$ cat config.mk
export PLATFORM = sky130hd
export DESIGN_NAME = router_pkt_fifo_flat
export DESIGN_NICKNAME = d
export VERILOG_FILES = /design/src/rtl/router_pkt_fifo_if.sv /design/src/rtl/router_pkt_fifo.sv /design/src/flat_wrapper.sv
export SDC_FILE = /design/constraint.sdc
export NUM_CORES = 1
export LEC_CHECK = 0
export ABC_CLOCK_PERIOD_IN_PS = 3100
export BUFFER_PORTS_ARGS = -buffer_cell sky130_fd_sc_hd__buf_2
export CAP_MARGIN = 20
export CORE_MARGIN = 2
export CORE_UTILIZATION = 55
export DETAILED_ROUTE_END_ITERATION = 12
export GPL_TIMING_DRIVEN = 0
export MAX_ROUTING_LAYER = met4
export PLACE_DENSITY = 0.85
export RECOVER_POWER = 100
export SYNTH_ARGS = -nofsm -noshare
export SYNTH_HDL_FRONTEND = slang
export SYNTH_SLANG_ARGS = --single-unit
$ cat constraint.sdc
create_clock -name clock -period 3.1 [get_ports clock]
set_input_delay 0.155 -clock clock [delete_from_list [all_inputs] [get_ports clock]]
set_output_delay 0.155 -clock clock [all_outputs]
set_load 0.005 [all_outputs]
$ cat src/rtl/router_pkt_fifo_if.sv
// Write/read handshake bundle for router_pkt_fifo; master drives the write side and
// read request, slave is the FIFO. Parity ports exist only with ROUTER_FIFO_PARITY_EN.
interface router_pkt_fifo_if #(
  parameter int WIDTH = 8,
  parameter int DEPTH = 16
);
  localparam int CW = $clog2(DEPTH) + 1;

  logic             soft_reset;
  logic             write_enb;
  logic             lfd_state;
  logic [WIDTH-1:0] data_in;
  logic             read_enb;
  logic [WIDTH-1:0] data_out;
  logic             rd_valid;
  logic             rd_first;
  logic             rd_last;
  logic             full;
  logic             empty;
  logic             almost_full;
  logic [CW-1:0]    occupancy;
  logic [CW-1:0]    pkt_count;
  logic             overflow;
  logic             underflow;
`ifdef ROUTER_FIFO_PARITY_EN
  logic             parity_err;
  logic             parity_err_seen;

  modport master (
    output soft_reset, write_enb, lfd_state, data_in, read_enb,
    input  data_out, rd_valid, rd_first, rd_last, full, empty, almost_full,
    input  occupancy, pkt_count, overflow, underflow, parity_err, parity_err_seen
  );
  modport slave (
    input  soft_reset, write_enb, lfd_state, data_in, read_enb,
    output data_out, rd_valid, rd_first, rd_last, full, empty, almost_full,
    output occupancy, pkt_count, overflow, underflow, parity_err, parity_err_seen
  );
`else
  modport master (
    output soft_reset, write_enb, lfd_state, data_in, read_enb,
    input  data_out, rd_valid, rd_first, rd_last, full, empty, almost_full,
    input  occupancy, pkt_count, overflow, underflow
  );
  modport slave (
    input  soft_reset, write_enb, lfd_state, data_in, read_enb,
    output data_out, rd_valid, rd_first, rd_last, full, empty, almost_full,
    output occupancy, pkt_count, overflow, underflow
  );
`endif
endinterface

$ cat src/rtl/router_pkt_fifo.sv
// Packet-aware router output FIFO with header tagging, packet-boundary tracking on read
// and sticky error flags. Optional per-entry even parity under ROUTER_FIFO_PARITY_EN.
module router_pkt_fifo #(
  parameter int WIDTH     = 8,
  parameter int DEPTH     = 16,
  parameter int AFULL_LVL = 12
) (
  input logic         clock,
  input logic         reset,
  router_pkt_fifo_if.slave bus
);
  localparam int AW = $clog2(DEPTH);
  localparam int CW = AW + 1;
  localparam int RW = WIDTH - 1;
`ifdef ROUTER_FIFO_PARITY_EN
  localparam int EW = WIDTH + 2;
`else
  localparam int EW = WIDTH + 1;
`endif

  typedef enum logic {HDR, BODY} rd_state_e;

  logic [EW-1:0]    mem [DEPTH];
  logic [EW-1:0]    wr_word, rd_word;
  logic [AW-1:0]    wr_ptr_q, wr_ptr_d, rd_ptr_q, rd_ptr_d;
  logic [CW-1:0]    occ_q, occ_d, pkt_q, pkt_d;
  logic [RW-1:0]    rem_q, rem_d;
  rd_state_e        state_q, state_d;
  logic [WIDTH-1:0] dout_q, dout_d;
  logic             valid_q, valid_d, first_q, first_d, last_q, last_d;
  logic             ovf_q, ovf_d, unf_q, unf_d;
  logic             full, empty, wr_acc, rd_acc, tag_wr;
`ifdef ROUTER_FIFO_PARITY_EN
  logic             perr_q, perr_d, pseen_q, pseen_d;
  assign wr_word = {^bus.data_in, bus.lfd_state, bus.data_in};
`else
  assign wr_word = {bus.lfd_state, bus.data_in};
`endif

  assign full    = (occ_q == CW'(DEPTH));
  assign empty   = (occ_q == '0);
  assign wr_acc  = bus.write_enb && !full;
  assign rd_acc  = bus.read_enb && !empty;
  assign tag_wr  = wr_acc && bus.lfd_state;
  assign rd_word = mem[rd_ptr_q];

  // Storage carries no reset; flushed contents are simply unreachable.
  always_ff @(posedge clock) begin
    if (wr_acc && !bus.soft_reset) mem[wr_ptr_q] <= wr_word;
  end

  always_comb begin
    wr_ptr_d = wr_ptr_q;
    rd_ptr_d = rd_ptr_q;
    occ_d    = occ_q;
    pkt_d    = pkt_q;
    rem_d    = rem_q;
    state_d  = state_q;
    dout_d   = dout_q;
    valid_d  = rd_acc;
    first_d  = 1'b0;
    last_d   = 1'b0;
    ovf_d    = ovf_q | (bus.write_enb & full);
    unf_d    = unf_q | (bus.read_enb & empty);
`ifdef ROUTER_FIFO_PARITY_EN
    perr_d   = rd_acc && ((^rd_word[WIDTH-1:0]) != rd_word[WIDTH+1]);
    pseen_d  = pseen_q | perr_d;
`endif
    if (rd_acc) begin
      rd_ptr_d = rd_ptr_q + 1'b1;
      dout_d   = rd_word[WIDTH-1:0];
      // A tagged word always (re)starts a packet, even one that truncates the current body.
      if (rd_word[WIDTH]) begin
        rem_d   = RW'(rd_word[WIDTH-1:2]) + 1'b1;
        first_d = 1'b1;
        state_d = BODY;
      end else if (state_q == BODY) begin
        rem_d = rem_q - 1'b1;
        if (rem_q == RW'(1)) begin
          last_d  = 1'b1;
          state_d = HDR;
        end
      end
    end
    if (wr_acc) wr_ptr_d = wr_ptr_q + 1'b1;
    if (wr_acc && !rd_acc)      occ_d = occ_q + 1'b1;
    else if (!wr_acc && rd_acc) occ_d = occ_q - 1'b1;
    if (tag_wr && !last_d && pkt_q != CW'(DEPTH)) pkt_d = pkt_q + 1'b1;
    else if (!tag_wr && last_d && pkt_q != '0)    pkt_d = pkt_q - 1'b1;
    if (bus.soft_reset) begin
      wr_ptr_d = '0;
      rd_ptr_d = '0;
      occ_d    = '0;
      pkt_d    = '0;
      rem_d    = '0;
      state_d  = HDR;
      dout_d   = '0;
      valid_d  = 1'b0;
      first_d  = 1'b0;
      last_d   = 1'b0;
      ovf_d    = 1'b0;
      unf_d    = 1'b0;
`ifdef ROUTER_FIFO_PARITY_EN
      perr_d   = 1'b0;
      pseen_d  = 1'b0;
`endif
    end
  end

  always_ff @(posedge clock or posedge reset) begin
    if (reset) begin
      wr_ptr_q <= '0;
      rd_ptr_q <= '0;
      occ_q    <= '0;
      pkt_q    <= '0;
      rem_q    <= '0;
      state_q  <= HDR;
      dout_q   <= '0;
      valid_q  <= 1'b0;
      first_q  <= 1'b0;
      last_q   <= 1'b0;
      ovf_q    <= 1'b0;
      unf_q    <= 1'b0;
`ifdef ROUTER_FIFO_PARITY_EN
      perr_q   <= 1'b0;
      pseen_q  <= 1'b0;
`endif
    end else begin
      wr_ptr_q <= wr_ptr_d;
      rd_ptr_q <= rd_ptr_d;
      occ_q    <= occ_d;
      pkt_q    <= pkt_d;
      rem_q    <= rem_d;
      state_q  <= state_d;
      dout_q   <= dout_d;
      valid_q  <= valid_d;
      first_q  <= first_d;
      last_q   <= last_d;
      ovf_q    <= ovf_d;
      unf_q    <= unf_d;
`ifdef ROUTER_FIFO_PARITY_EN
      perr_q   <= perr_d;
      pseen_q  <= pseen_d;
`endif
    end
  end

  assign bus.data_out    = dout_q;
  assign bus.rd_valid    = valid_q;
  assign bus.rd_first    = first_q;
  assign bus.rd_last     = last_q;
  assign bus.full        = full;
  assign bus.empty       = empty;
  assign bus.almost_full = (occ_q >= CW'(AFULL_LVL));
  assign bus.occupancy   = occ_q;
  assign bus.pkt_count   = pkt_q;
  assign bus.overflow    = ovf_q;
  assign bus.underflow   = unf_q;
`ifdef ROUTER_FIFO_PARITY_EN
  assign bus.parity_err      = perr_q;
  assign bus.parity_err_seen = pseen_q;
`endif
endmodule

$ cat src/flat_wrapper.sv
// flat-port wrapper written by rule: the top's interface ports become plain ports
module router_pkt_fifo_flat 
#(
  parameter int WIDTH     = 8,
  parameter int DEPTH     = 16,
  parameter int AFULL_LVL = 12
)
  (clock, reset, bus_soft_reset, bus_write_enb, bus_lfd_state, bus_data_in, bus_read_enb, bus_data_out, bus_rd_valid, bus_rd_first, bus_rd_last, bus_full, bus_empty, bus_almost_full, bus_occupancy, bus_pkt_count, bus_overflow, bus_underflow);
  router_pkt_fifo_if #(.WIDTH(WIDTH), .DEPTH(DEPTH)) bus_i ();
  input logic clock;
  input logic reset;
  input wire logic [$bits(bus_i.soft_reset)-1:0] bus_soft_reset;
  input wire logic [$bits(bus_i.write_enb)-1:0] bus_write_enb;
  input wire logic [$bits(bus_i.lfd_state)-1:0] bus_lfd_state;
  input wire logic [$bits(bus_i.data_in)-1:0] bus_data_in;
  input wire logic [$bits(bus_i.read_enb)-1:0] bus_read_enb;
  output wire logic [$bits(bus_i.data_out)-1:0] bus_data_out;
  output wire logic [$bits(bus_i.rd_valid)-1:0] bus_rd_valid;
  output wire logic [$bits(bus_i.rd_first)-1:0] bus_rd_first;
  output wire logic [$bits(bus_i.rd_last)-1:0] bus_rd_last;
  output wire logic [$bits(bus_i.full)-1:0] bus_full;
  output wire logic [$bits(bus_i.empty)-1:0] bus_empty;
  output wire logic [$bits(bus_i.almost_full)-1:0] bus_almost_full;
  output wire logic [$bits(bus_i.occupancy)-1:0] bus_occupancy;
  output wire logic [$bits(bus_i.pkt_count)-1:0] bus_pkt_count;
  output wire logic [$bits(bus_i.overflow)-1:0] bus_overflow;
  output wire logic [$bits(bus_i.underflow)-1:0] bus_underflow;
  assign bus_i.soft_reset = bus_soft_reset;
  assign bus_i.write_enb = bus_write_enb;
  assign bus_i.lfd_state = bus_lfd_state;
  assign bus_i.data_in = bus_data_in;
  assign bus_i.read_enb = bus_read_enb;
  assign bus_data_out = bus_i.data_out;
  assign bus_rd_valid = bus_i.rd_valid;
  assign bus_rd_first = bus_i.rd_first;
  assign bus_rd_last = bus_i.rd_last;
  assign bus_full = bus_i.full;
  assign bus_empty = bus_i.empty;
  assign bus_almost_full = bus_i.almost_full;
  assign bus_occupancy = bus_i.occupancy;
  assign bus_pkt_count = bus_i.pkt_count;
  assign bus_overflow = bus_i.overflow;
  assign bus_underflow = bus_i.underflow;
  router_pkt_fifo #(.WIDTH(WIDTH), .DEPTH(DEPTH), .AFULL_LVL(AFULL_LVL)) u_core (.clock(clock), .reset(reset), .bus(bus_i));
endmodule
After elaboration in Yosys (flattened, before gate mapping) --
Memories as Yosys holds them, arrays and structs flattened. Index checks and enable logic that the tools add are counted.
Storage, ports and cells: register bits after elaboration 39, RAM bits 144, logic and storage cells 88, memories kept 1
Cells by class: $add $sub $neg 8, magnitude comparators 1, eq/ne operators 3, multiplexer cells 34, bitwise logic cells 4, reduce and logical (&&, ||, !) cells 25
Memories:
- u_core.mem | depth 16, width 9, rd ports 1, clocked after memory_dff 0, wr ports 1, line router_pkt_fifo.sv:23 | logic [EW-1:0] mem [DEPTH];
Operators with widths (number):
- 2-to-1 mux 5 bit | 6
- 2-to-1 mux 7 bit | 4
- 2-to-1 mux 1 bit | 18
- 2-to-1 mux 4 bit | 4
- 2-to-1 mux 8 bit | 2
- adder 5 x 1 -> 5 bit (second input constant) | 2
- logical AND 1 bit | 10
- subtractor 5 x 1 -> 5 bit (second input constant) | 2
- nonzero test 3 bit | 3
- adder 4 x 1 -> 4 bit (second input constant) | 2
- adder 6 x 1 -> 7 bit (second input constant) | 1
- equality test 7 x 1 -> 1 bit (second input constant) | 1
- logical NOT 1 bit | 7
- subtractor 7 x 1 -> 7 bit (second input constant) | 1
- equality test 5 bit (second input constant) | 1
- >= comparator 5 x 4 -> 1 bit (second input constant) | 1
- logical NOT 5 bit | 1
- != test 5 bit (second input constant) | 1
- nonzero test 5 bit | 1
- nonzero test 2 bit | 2
- bitwise AND 1 bit | 2
- bitwise OR 1 bit | 2
- AND reduction 2 bit | 1

Longest topological paths before layout --
depth after elaboration 10, gate-level depth with buffers 12, depth with buffers taken out 12

Worst setup path after synthesis --
No wires, ideal clock.
path kind reg-to-reg, from reg u_core.rd_ptr_q[1], to reg u_core.pkt_q[4], in the netlist u_core.bus.pkt_count[4], library setup time 0.095 ns, data arrival time 3.028 ns, slack -0.024 ns, stages on the path, launching flop included 12, path through dfrtp_1 buf_6 mux4_2 mux4_2 nor3_4 or2_1 ha_1 a21o_1 a21oi_1 nand4_1 o31a_1 o31ai_1
On the way: word-level cells in the longest chain between the ends 8, elaborated cells on any way between the ends 11, classes of those cells 4 x mux; 6 x reduce/logical; 1 x memory
RTL lines:
- start, declared | line router_pkt_fifo.sv:25 | logic [AW-1:0] wr_ptr_q, wr_ptr_d, rd_ptr_q, rd_ptr_d;
- start signal, assigned | line router_pkt_fifo.sv:130 | rd_ptr_q <= rd_ptr_d;
- memory read (16 x 9 bit) *
- 2-to-1 mux 1 bit * | line router_pkt_fifo.sv:73 | if (rd_word[WIDTH]) begin
- 2-to-1 mux 1 bit * | line router_pkt_fifo.sv:69 | if (rd_acc) begin
- logical NOT 1 bit | line router_pkt_fifo.sv:88 | if (tag_wr && !last_d && pkt_q != CW'(DEPTH)) pkt_d = pkt_q + 1'b1;
- logical AND 1 bit (2 in series) | line router_pkt_fifo.sv:88
- 2-to-1 mux 5 bit | line router_pkt_fifo.sv:88
- 2-to-1 mux 5 bit | line router_pkt_fifo.sv:90 | if (bus.soft_reset) begin
- end signal, assigned | line router_pkt_fifo.sv:132 | pkt_q <= pkt_d;
- end, declared | line router_pkt_fifo.sv:26 | logic [CW-1:0] occ_q, occ_d, pkt_q, pkt_d;
Every way passes the cells marked *; elsewhere a longest branch is shown, timed or not. A chain may end at the register's enable or synchronous reset.

Worst setup path after layout --
Same ends and word-level chain as after synthesis.

==> impl_metrics.prom <==
# TYPE chip_impl_metric gauge
chip_impl_info{name="critical-path-slowest-cell",value="mux4_2"} 1
chip_impl_metric{name="routed_length_per_instance",unit="um"} 24.6
chip_impl_info{name="worst_setup_path_endpoint",value="u_core.bus.pkt_count[4]"} 1
chip_impl_metric{name="synth_sequential_area_ratio",unit=""} 0.680
chip_impl_metric{name="worst_ir_drop_vdd",unit="mV"} 0.483
chip_impl_info{name="cts_tree",value="done"} 1
chip_impl_metric{name="clkSinkCount",unit=""} 183
chip_impl_metric{name="count_of_flip_flops_with_a_built_in_enable_after_synthesis",unit=""} 144
chip_impl_metric{name="buffers_inverters_on_critical_path",unit=""} 1
chip_impl_info{name="timing.setup.critical_path_class",value="reg -> reg"} 1
chip_impl_metric{name="timing.slew.headroom",unit=""} 0.0000559
chip_impl_info{name="cpLargestDelayFamily",value="multiplexers"} 1
chip_impl_metric{name="detail_route.first_pass.iterations",unit=""} 9
chip_impl_info{name="rsz0062_at_grt",value="true"} 1
chip_impl_metric{name="cell_area_synth",unit="um^2"} 7790
chip_impl_metric{name="die_y",unit="um"} 123
chip_impl_info{name="timing.rr.start",value="u_core.rd_ptr_q[1]"} 1
chip_impl_metric{name="power_per_cell_area",unit="nW/um^2"} 784
chip_impl_metric{name="power.total",unit="uW"} 7080
chip_impl_info{name="start_kind",value="register"} 1
chip_impl_metric{name="drv.max_cap_violation_count",unit=""} 1
chip_impl_metric{name="post-route-drc-count",unit=""} 0
chip_impl_metric{name="cp_num_cells",unit=""} 11
chip_impl_metric{name="synthesized_nets",unit=""} 519
chip_impl_metric{name="clock_insertion_delay_worst_skew",unit="ns"} 0.45
chip_impl_info{name="critical_path_startpoint",value="u_core.rd_ptr_q[1]"} 1
chip_impl_metric{name="skew",unit="ns"} 0.00978
chip_impl_metric{name="dpl-instance-area",unit="um^2"} 8280
chip_impl_metric{name="io_pins",unit=""} 40
chip_impl_metric{name="fp.coreArea",unit="um^2"} 13900
chip_impl_metric{name="gr-total-overflow",unit=""} 0
chip_impl_metric{name="design.final.nets",unit=""} 596
chip_impl_metric{name="first_pass_grt_wire_length",unit="um"} 27600
chip_impl_metric{name="vias",unit=""} 4904
chip_impl_info{name="reg2reg_to",value="u_core.bus.pkt_count[4]"} 1
chip_impl_metric{name="synth-seq-cells",unit=""} 183
chip_impl_metric{name="synth.distinct_cells",unit=""} 46
chip_impl_metric{name="fin_hold_viols",unit=""} 0
chip_impl_metric{name="drt-total-wl",unit="um"} 18700
chip_impl_metric{name="finalSetupViolations",unit=""} 2
chip_impl_metric{name="area_delta_synth_final",unit="%"} 15.9
chip_impl_metric{name="grt_antenna_before_repair",unit=""} 0
chip_impl_metric{name="fin_util",unit=""} 0.651
chip_impl_metric{name="yosysWarnings",unit=""} 0
chip_impl_metric{name="crit_fanout",unit=""} 5
chip_impl_metric{name="drv_slew",unit=""} 0
chip_impl_info{name="cp_cell_sequence",value="buf_6 > mux4_2 > mux4_2 > nor3_4 > or2_4 > fa_2 > a21o_1 > a21oi_2 > or4_1 > nand4_1 > o31ai_1"} 1
chip_impl_metric{name="critical_path_required",unit="ns"} 3.41
chip_impl_metric{name="post-dp-hpwl",unit="um"} 11400
chip_impl_metric{name="multi_input_area",unit="um^2"} 2450
chip_impl_info{name="critical_path.endpoint_type",value="register"} 1
chip_impl_metric{name="route.antenna.remaining_nets",unit=""} 0
chip_impl_info{name="synth_ff_type",value="edfxtp_1"} 1
chip_impl_metric{name="post_route_clock_period_utilization",unit=""} 1.02
chip_impl_metric{name="die-area",unit="um^2"} 15100
chip_impl_metric{name="reg2reg_slack",unit="ns"} -0.05
chip_impl_metric{name="clkSlewWorstSetupHoldPaths",unit="ns"} 0.07
chip_impl_metric{name="final.setup.tns",unit="ns"} -0.0687
chip_impl_metric{name="final_cell_area",unit="um^2"} 9030
chip_impl_metric{name="synth_area_per_cell",unit="um^2"} 16.0
chip_impl_metric{name="num_antenna_cells",unit=""} 0
chip_impl_metric{name="pre_cts_ws",unit="ns"} -0.315
chip_impl_metric{name="initial_utilization",unit=""} 0.561
chip_impl_metric{name="place.port_buffers",unit=""} 39
chip_impl_metric{name="synthCells",unit=""} 488
chip_impl_metric{name="area_occupied_by_registers",unit="um^2"} 5300
chip_impl_metric{name="setup_ws",unit="ns"} -0.0541
chip_impl_metric{name="first_global_vias",unit=""} 4750
chip_impl_metric{name="p_leak",unit="uW"} 0.00319
chip_impl_metric{name="core.rowCount",unit=""} 43
chip_impl_metric{name="layout-drive-gt1-share",unit=""} 0.232
chip_impl_metric{name="grt_max_degree",unit=""} 40
chip_impl_info{name="worstHoldPathType",value="in -> reg"} 1
chip_impl_metric{name="routed_via_density",unit=""} 6.47
chip_impl_metric{name="critPathMaxStageDelay",unit="ns"} 0.55
chip_impl_info{name="status",value="finished, violations left"} 1
chip_impl_metric{name="detail_route.iter0.violations",unit=""} 775
chip_impl_metric{name="globalRouteTotalUtil",unit=""} 0.265
chip_impl_info{name="root_buffer",value="clkbuf_16"} 1
chip_impl_metric{name="worst_pin_slew",unit="ns"} 1.50
chip_impl_metric{name="fillerInstances",unit=""} 912
chip_impl_metric{name="worstPathArrival",unit="ns"} 3.47
chip_impl_metric{name="layout_min_cycle_time",unit="ns"} 3.15
chip_impl_metric{name="die_width",unit="um"} 123
chip_impl_info{name="violations",value="max-capacitance violations, negative setup slack"} 1
chip_impl_metric{name="timing.fmax",unit="MHz"} 317
chip_impl_metric{name="share_of_flip_flops_with_an_asynchronous_set_or_reset",unit=""} 0.213
chip_impl_metric{name="reg2reg_depth",unit=""} 11
chip_impl_info{name="critical_path.most_common_cell",value="mux4_2"} 1
chip_impl_metric{name="hold_path_depth",unit=""} 3
chip_impl_metric{name="clock_tree.buffer_depth",unit=""} 2
chip_impl_metric{name="cts_made_buffers",unit=""} 17
chip_impl_metric{name="h-tree-depth",unit=""} 4
chip_impl_metric{name="place.gp.congestion",unit=""} 0.973
## report_power, final
| group | total, uW | switching, uW | leakage, uW | internal (uW) |
|---|---|---|---|---|
| combinational | 2000 | 1110 | 0.00110 | 892 |
| clock | 2110 | 935 | 0.000261 | 1170 |
| sequential | 2970 | 162 | 0.00182 | 2810 |
## synthesized netlist by cell type, drive strengths merged (2+ instances only)
library cell	number	area share
edfxtp	144	0.56
nand2	45	0.022
mux4	40	0.12
dfrtp	39	0.13
nor2	38	0.018
a21oi	19	0.012
nand3	18	0.012
ha	15	0.024
clkbuf	13	0.0063
buf	10	0.0077
inv	10	0.0048
mux2i	9	0.012
nor3	9	0.0072
o21ai	9	0.0058
xor2	9	0.010
xnor2	8	0.0090
a22oi	7	0.0067
nor4	6	0.0048
nand4	5	0.0040
a21o	4	0.0039
nor2b	4	0.0032
a211oi	3	0.0035
nand2b	3	0.0024
a21boi	2	0.0019
a31oi	2	0.0016
a32o	2	0.0026
fa	2	0.0051
or4	2	0.0019
## kinds of logic after synthesis
group                      after synthesis  share of synthesized area
AOI/OAI and AO/OA                       55                     0.0458
xor gates and xnor gates                17                     0.0191
adders and majority gates               17                     0.0292
buffers and inverters                   33                     0.0188
DFF                                    183                      0.680
muxes                                   50                      0.129
and+or+nand+nor                        133                     0.0777
## routing by layer
| layer | vias to the layer above | part of all wire | global-route usage |
|---|---|---|---|
| li1 | 2035 | - | - |
| met1 | 2438 | 0.36 | 0.326 |
| met2 | 361 | 0.51 | 0.425 |
| met3 | 70 | 0.092 | 0.0660 |
| met4 | 0 | 0.038 | 0.105 |
| met5 | - | 0 | - |
## registers in the layout (all words and copies together) (netlist names), 4 cells and up
name	flops
u_core.bus.pkt_count	5
u_core.wr_ptr_q	4
u_core.mem	144
u_core.bus.data_out	8
u_core.bus.occupancy	5
u_core.rd_ptr_q	4
u_core.rem_q	7
## cell type report
| type | count | share of cell area |
|---|---|---|
| flip-flops and latches | 183 | 0.587 |
| multi-input cells | 272 | 0.271 |
| clock buffers | 18 | 0.0475 |
| repair buffers | 59 | 0.0391 |
| well taps | 180 | 0.0249 |
| clock inverters | 14 | 0.0148 |
| plain buffers | 22 | 0.0116 |
| inverters | 10 | 0.00416 |
## worst register-to-register path, stage by stage, from the launching register on
cell and delay, ns:
dfrtp_1 0.40, buf_6 0.16, mux4_2 0.52, mux4_2 0.55
nor3_4 0.19, or2_4 0.19, fa_2 0.21, a21o_1 0.13
a21oi_2 0.08, or4_1 0.41, nand4_1 0.12, o31ai_1 0.07
## stage by stage
| step | cells | hold slack [ns] |
|---|---|---|
| floorplan | 488 | 0.254 |
| global placement | 707 | 0.438 |
| detailed placement | 711 | 0.366 |
| CTS | 747 | 0.0309 |
| global route | 758 | 0.0522 |
| finish | 758 | 0.0431 |
## worst min path at each step
stage                               from                 endpoint  slack [ns]
after floorplan           bus_data_in[0]         u_core.mem[0][0]        0.25
after global placement     bus_write_enb      u_core.bus.overflow        0.44
after detailed placement           reset  u_core.bus.pkt_count[1]        0.37
after CTS                  bus_write_enb      u_core.bus.overflow        0.03
after global routing       bus_write_enb      u_core.bus.overflow        0.05
final                      bus_write_enb      u_core.bus.overflow        0.04
## what timing repair did
item / in CTS / in global routing
hold endpoints to repair: 39 / 0
hold buffers: 1 / 0
buffers inserted: 4 / 3
pin swaps: 8 / 7
endpoints found under the setup margin: 3 / 3
gates resized for setup: 9 / 4
## placed cells by master, fill, tap and decap left out, types with 9 or more instances in the layout
cell | synthesis | layout
nor2_1 | 38 | 38
a21oi_1 | 19 | 18
buf_6 | 1 | 9
ha_1 | 15 | 12
inv_1 | 10 | 10
edfxtp_1 | 144 | 144
clkbuf_16 | 0 | 17
mux4_2 | 40 | 40
buf_4 | 2 | 13
buf_2 | 6 | 25
nand2_1 | 45 | 44
clkbuf_1 | 13 | 33
nand3_1 | 18 | 18
dfrtp_1 | 39 | 38
xor2_1 | 9 | 9
Note: power is estimated with default switching activity, not from simulation.
